## src/rtl/seq_alu.sv

```systemverilog
// Sequential execute-stage ALU: single-cycle logic/arithmetic, iterative shift-add multiply.
// Multiply support is built only when SEQ_ALU_MUL_EN is defined; otherwise code 101 yields zero in one cycle.
module seq_alu #(
    parameter int WIDTH = 32
) (
    input  logic             clk,
    input  logic             rst_n,
    input  logic             start,
    input  logic [2:0]       aluctr,
    input  logic [WIDTH-1:0] a,
    input  logic [WIDTH-1:0] b,
    output logic             busy,
    output logic             done,
    output logic [WIDTH-1:0] result,
    output logic [WIDTH-1:0] hi,
    output logic             zero,
    output logic             overflow
);
    // state | meaning
    // IDLE  | accepting start; single-cycle ops complete here
    // MUL   | shift-add multiply iterating, busy=1, start ignored
    localparam int SW = $clog2(WIDTH);

    localparam logic [2:0] OP_AND = 3'b000;
    localparam logic [2:0] OP_OR  = 3'b001;
    localparam logic [2:0] OP_ADD = 3'b010;
    localparam logic [2:0] OP_NOR = 3'b011;
    localparam logic [2:0] OP_SLL = 3'b100;
    localparam logic [2:0] OP_MUL = 3'b101;
    localparam logic [2:0] OP_SUB = 3'b110;
    localparam logic [2:0] OP_SLT = 3'b111;

    logic [WIDTH-1:0] sum, diff, res_c;
    logic             ovf_c;

    always_comb begin
        sum   = a + b;
        diff  = a - b;
        res_c = '0;
        ovf_c = 1'b0;
        case (aluctr)
            OP_AND: res_c = a & b;
            OP_OR:  res_c = a | b;
            OP_ADD: begin
                res_c = sum;
                ovf_c = (a[WIDTH-1] == b[WIDTH-1]) && (sum[WIDTH-1] != a[WIDTH-1]);
            end
            OP_NOR: res_c = ~(a | b);
            OP_SLL: res_c = a << b[SW-1:0];
            OP_SUB: begin
                res_c = diff;
                ovf_c = (a[WIDTH-1] != b[WIDTH-1]) && (diff[WIDTH-1] != a[WIDTH-1]);
            end
            OP_SLT: res_c = {{(WIDTH-1){1'b0}}, ($signed(a) < $signed(b))};
            default: res_c = '0;
        endcase
    end

`ifdef SEQ_ALU_MUL_EN
    localparam logic [0:0] ST_IDLE = 1'b0;
    localparam logic [0:0] ST_MUL  = 1'b1;

    logic [0:0]         state;
    logic [2*WIDTH-1:0] acc, mcand, acc_next;
    logic [WIDTH-1:0]   mplier;
    logic [SW-1:0]      cnt;

    // mcand is pre-shifted each iteration, so it always equals multiplicand << cnt
    assign acc_next = acc + (mplier[0] ? mcand : '0);
    assign busy     = (state == ST_MUL);
`else
    assign busy = 1'b0;
`endif

    always_ff @(posedge clk or negedge rst_n) begin
        if (!rst_n) begin
            done     <= 1'b0;
            result   <= '0;
            hi       <= '0;
            zero     <= 1'b0;
            overflow <= 1'b0;
`ifdef SEQ_ALU_MUL_EN
            state    <= ST_IDLE;
            acc      <= '0;
            mcand    <= '0;
            mplier   <= '0;
            cnt      <= '0;
`endif
        end else begin
            done <= 1'b0;
`ifdef SEQ_ALU_MUL_EN
            if (state == ST_MUL) begin
                acc    <= acc_next;
                mcand  <= mcand << 1;
                mplier <= mplier >> 1;
                cnt    <= cnt + 1'b1;
                if (cnt == SW'(WIDTH - 1)) begin
                    result   <= acc_next[WIDTH-1:0];
                    hi       <= acc_next[2*WIDTH-1:WIDTH];
                    zero     <= (acc_next[WIDTH-1:0] == '0);
                    overflow <= 1'b0;
                    done     <= 1'b1;
                    state    <= ST_IDLE;
                end
            end else
`endif
            if (start) begin
`ifdef SEQ_ALU_MUL_EN
                if (aluctr == OP_MUL) begin
                    mcand  <= {{WIDTH{1'b0}}, a};
                    mplier <= b;
                    acc    <= '0;
                    cnt    <= '0;
                    state  <= ST_MUL;
                end else
`endif
                begin
                    result   <= res_c;
                    hi       <= '0;
                    zero     <= (res_c == '0);
                    overflow <= ovf_c;
                    done     <= 1'b1;
                end
            end
        end
    end

endmodule

```

## config.mk

```make
export PLATFORM = sky130hd
export DESIGN_NAME = seq_alu
export DESIGN_NICKNAME = d
export VERILOG_FILES = /design/src/rtl/seq_alu.sv
export SDC_FILE = /design/constraint.sdc
export NUM_CORES = 1
export LEC_CHECK = 0
export CORE_MARGIN = 2
export CORE_UTILIZATION = 38
export CTS_BUF_LIST = sky130_fd_sc_hd__clkbuf_16
export DETAILED_ROUTE_END_ITERATION = 12
export PLACE_DENSITY = 0.7
export SLEW_MARGIN = 0
export SYNTH_ARGS = -nofsm -noshare
export SYNTH_HDL_FRONTEND = slang
export SYNTH_SLANG_ARGS = --single-unit
```

## constraint.sdc

```tcl
create_clock -name clk -period 1.6 [get_ports clk]
set_input_delay 0.32 -clock clk [delete_from_list [all_inputs] [get_ports clk]]
set_output_delay 0.32 -clock clk [all_outputs]
set_load 0.1 [all_outputs]
```

## Yosys cells after proc, flatten, opt, wreduce, memory -nomap -nowiden

Index checks and enable logic that the tools add are counted.

- Bits in registers: 35
- Input bits: 70
- Output and inout bits: 68
- Word-level logic and storage cells: 28

- Add/sub/neg operators: 2
- $lt $le $gt $ge: 1
- Equality and inequality tests: 10
- Shifts and indexed selects: 1
- Muxes and demuxes: 3
- Bitwise operators: 3
- Reduce and logical (&&, ||, !) cells: 4

Operators with widths:

| cell | number |
|---|---|
| case mux 32 bit (7 select lines) | 1 |
| adder 32 bit | 1 |
| bitwise AND 32 bit | 1 |
| zero test 32 bit | 1 |
| less-than comparator 32 bit | 1 |
| NOT 32 bit | 1 |
| bitwise OR 32 bit | 1 |
| << shifter 32 x 5 -> 32 bit | 1 |
| subtractor 32 bit | 1 |
| == test 3 bit, second input constant | 3 |
| == test 3 x 2 -> 1 bit, second input constant | 2 |
| == test 3 x 1 -> 1 bit, second input constant | 1 |
| zero test 3 bit | 1 |
| != test 1 bit | 3 |
| logical AND 1 bit | 2 |
| case mux 1 bit (2 select lines) | 1 |
| == test 1 bit | 1 |
| 2-to-1 mux 1 bit | 1 |

## Depth between registers and ports, before layout

- Depth after elaboration: 4
- Mapped depth: 17
- Gate-level depth less buffers: 15

## Least setup slack after synthesis

Ideal clock, no wire load.

- Path type: input port to flip-flop
- Start point: input b[1]
- End point: register zero
- Setup time: 0.071 ns
- Arrival: 4.056 ns
- Data required time: 1.529 ns
- Setup slack: -2.527 ns
- Stages: 17
- Buffers on the path: 3
- Cells stage by stage: buf_4 inv_1 buf_1 clkbuf_1 ha_1 o21ba_2 o311a_1 nor3_1 o31ai_1 a311oi_1 a32oi_1 nor4_1 nand4_1 nor4_1 nand4_1 and4bb_1 a32o_2

- Word-level cells in the longest chain between the ends: 4
- Elaborated cells between the ends (all ways): 9
- Those cells by class: 2 x add/sub; 1 x order compare; 1 x shift; 1 x mux; 3 x bitwise; 1 x reduce/logical

Ends and longest elaborated chain:

| item | line | RTL |
|---|---|---|
| start, declared | 11 | `input logic [WIDTH-1:0] b,` |
| parallel branches: the longest is 2 deep, another holds subtractor 32 bit | n/a |  |
| case mux 32 bit (7 select lines) (*) | 41 | `case (aluctr)` |
| zero test 32 bit (*) | 120 | `zero <= (res_c == '0);` |
| end signal, assigned | 120 |  |
| end, declared | 16 | `output logic zero,` |

Every way passes the cells marked *.
A chain may end at the register's enable or synchronous reset.

## Final worst setup path

- Start point: input aluctr[1]
- End point: register zero

- Word-level cells in the longest chain between the ends: 3
- Elaborated cells between the ends (all ways): 9
- Those cells by class: 6 x eq/ne; 1 x mux; 2 x reduce/logical

Ends and longest elaborated chain:

| item | line | RTL |
|---|---|---|
| start, declared | 9 | `input logic [2:0] aluctr,` |
| == test 3 bit (tied with other cells) | 41 |  |
| case mux 32 bit (7 select lines) (*) | 41 |  |
| zero test 32 bit (*) | 120 |  |

Mark *: on every way between the ends. The rest lies on a longest branch, timed or not.

==> results.yml <==
sta:
  worst_pin_slew_ns: 0.820
  setup_viol: 34
  whs_ns: 0.413
  max-slew-margin-rel_pct: 45.4
  fmax_mhz: 278
  fin_skew_ns: 0
  hold_viol: 0
  setup_ws_ns: -2.00
  drv_slew: 0
  fin_crit_sh_pct: 225
  rsz0062_at_grt: "true"
  period_needed_ns: 3.60
die:
  core_sq_um: 23300
  die_y_um: 157
  initial_core_util_pct: 38.3
  die_x_um: 157
  num_rows: 56
  die_area_sq_um: 24700
  ios: 138
critical_path:
  endpoint_kind: "flip-flop"
  crit_required_ns: 1.82
  cp_slowest_cell: "a22oi_1"
  critPathKind: "primary input to flip-flop"
  worstPathArrival_ns: 3.81
  crit_path_max_incr_delay_ns: 0.62
  timing.rr.start: "result[15]"
  path_buf_inv: 3
  crit_chain: "buf_2, buf_4, buf_4, xnor2_1, a22oi_1, nor2_1, a2111oi_4, o21bai_1, nor4bb_2, nand4_1, nor4_2, nand4_1, and4bb_1, a32o_2"
  crit_family: "simple AND/OR/NAND/NOR gates"
  rr_worst_depth: 2
  reg2reg_to: "result[15]"
  start_kind: "primary input"
  rrSetupSlack_ns: 0.65
  crit_fanout: 11
cells_and_area:
  drive_gt1_share_pct: 55.7
  postLayoutCoreUtil_pct: 73.6
  nets: 1984
  instances_no_fill: 2130
  diodes: 0
  final_cell_mix: "465 x buf_4, 102 x nor2_1, 83 x nand2_1, 83 x buf_6, 59 x a21oi_1"
  final_common_cell: "buf_4"
  area_growth_pct: 91.9
synthesis:
  ys.warnings.count: 0
  ys_async_sr_fraction_pct: 100
  avgSynthCellArea_sq_um: 7.25
  synth-seq-cells: 35
  synthCells: 1230
  synth-main-ff-cell: "dfrtp_1"
  synth_edf_count: 0
  synth_seq_area_share_pct: 9.82
  syn-cell-area_sq_um: 8920
  synthDistinctLibCells: 83
drt:
  routed_via_density: 5.88
  drt_iter0_drc: 1212
  post-route-drc-count: 0
  final_antenna_net_count: 0
  drt-wirelength-per-cell_um: 22.7
  vias: 12500
  routed_wl_mm: 48.2
  firstDrtPassIters: 7
power:
  switching_share_pct: 49.3
  pwr-share-comb_pct: 79.7
  power.density_nw_per_um2: 593
  leakagePower_uw: 0.00760
  pwr-share-clk_pct: 8.8
  internal_power_uw: 5150
  peakVddDrop_mv: 0.569
  p_seq_share_pct: 11.4
  p_sw_uw: 5010
outcome:
  status: "complete, but fails checks"
  failed_checks: "negative setup slack"
global_routing:
  track_usage_pct: 36.6
  antenna_found_initial: 0
  grt_max_degree: 57
  grt_pass1_wl_mm: 69.4
  first_global_vias: 12300
  grt-ovfl-total: 0
cts:
  hold_buffers: 0
  cts_tree: "yes"
  insertion_delay_ns: 0.27
  cts_htree_levels: 2
  path_clk_slew_ns: 0.05
  cts_max_path_buffers: 2
  clock_sinks: 35
  numCtsBuffers: 5
  cts-root-buf: "clkbuf_16"
flow_run:
  drv_cap: 0
place:
  hpwlAfterDp_mm: 35.3
  gp_congestion: 1.01
  numPortBuffers: 104
  place_ws_ns: -2.88
  dp.cells: 2015
worst_hold_path:
  hp-class: "primary input to async pin"
==> state kept, by name (all words and copies together), names as in the netlist <==
name,cells
result,32
done,1
overflow,1
zero,1
==> metrics by stage <==
stage / power [uW] / setup TNS (ns) / cell area (sq um)
after CTS: 9490 / -32.11 / 16300
final: 10200 / -36.41 / 17100
after global placement: 7490 / -61.75 / 13800
after global routing: 10600 / -38.25 / 17100
after floorplan: 4670 / -31.18 / 9380
after detailed placement: 7530 / -62.07 / 13800
==> metal layers <==
| layer | global-route usage, % | vias up | share of wire (%) |
|---|---|---|---|
| met3 | 3.61 | 248 | 6.6 |
| met5 | 0 | - | 0 |
| met1 | 43.8 | 5945 | 37 |
| li1 | - | 5577 | - |
| met4 | 23.7 | 0 | 8.9 |
| met2 | 62.6 | 746 | 47 |
==> cell families (layout without fill, tap and decap cells) <==
logic type	Yosys count	after routing	synth area share (%)
AOI/OAI and AO/OA	399	399	29.5
xor gates and xnor gates	52	52	5.11
adders and majority gates	102	102	14.5
buffers and inverters	213	762	11.2
DFF	35	35	9.82
muxes	60	60	9.96
other	1	33	0.0420
and+or+nand+nor	368	368	19.8
==> cell usage after synthesis (7+ instances only) <==
| master | number | area, sq um |
|---|---|---|
| nor3_1 | 34 | 170 |
| nor4_1 | 17 | 106 |
| nand4_1 | 14 | 87.6 |
| a21oi_1 | 126 | 631 |
| mux2i_1 | 28 | 280 |
| buf_2 | 15 | 75.1 |
| a211oi_1 | 25 | 188 |
| nor2b_1 | 15 | 93.8 |
| o21bai_1 | 9 | 67.6 |
| nor2_1 | 117 | 439 |
| ha_1 | 100 | 1250 |
| nand2_1 | 91 | 342 |
| xnor2_1 | 49 | 429 |
| clkbuf_1 | 45 | 169 |
| a22oi_1 | 29 | 218 |
| o31ai_1 | 11 | 82.6 |
| and3_1 | 9 | 56.3 |
| a21o_1 | 10 | 75.1 |
| o22ai_1 | 17 | 106 |
| o21ai_0 | 57 | 285 |
| dfrtp_1 | 35 | 876 |
| mux2_2 | 12 | 135 |
| mux4_2 | 14 | 315 |
| buf_4 | 47 | 353 |
| nand2b_1 | 14 | 87.6 |
| nand3_1 | 20 | 100 |
| a221oi_1 | 8 | 70.1 |
| o211ai_1 | 18 | 135 |
| o21a_1 | 7 | 52.6 |
| and2_1 | 7 | 43.8 |
| a31oi_1 | 11 | 68.8 |
| inv_1 | 96 | 360 |
| buf_1 | 8 | 30.0 |
==> power by group through the flow <==
stage	Combinational [uW]	Sequential (uW)	Clock, uW
after floorplan	2640	2030	0
after global placement	6320	1170	0
after detailed placement	6360	1170	0
after CTS	7420	1160	908
after global routing	8440	1180	961
final	8100	1160	898
==> cell type report <==
cell class              instances  area (sq um)
clock buffers                   5           125
clock inverters                 1          3.75
fillers                      1702          6140
inverters                      97           432
multi-input cells            1014          9320
flip-flops and latches         35           876
well taps                     319           399
repair buffers                659          5960
==> worst register-to-register path: cells and delay by family (launching register included) <==
kind | cells | cell delay, ns
flops | 1 | 0.42
simple gates | 1 | 0.30
compound gates | 1 | 0.12
==> repair_timing <==
item,4_1_cts,5_1_grt
gates resized for setup,552,173
pin swaps,158,134
buffers inserted,79,66
endpoints found under the setup margin,34,34
==> how the worst max path moves through the flow <==
stage	from	end	depth (start not counted)
global placement	a[16]	zero	18
floorplan	b[3]	zero	17
global route	a[9]	zero	16
finish	aluctr[1]	zero	14
detailed placement	b[15]	zero	18
CTS	b[24]	zero	16
Power figures use the tool's default switching activity.
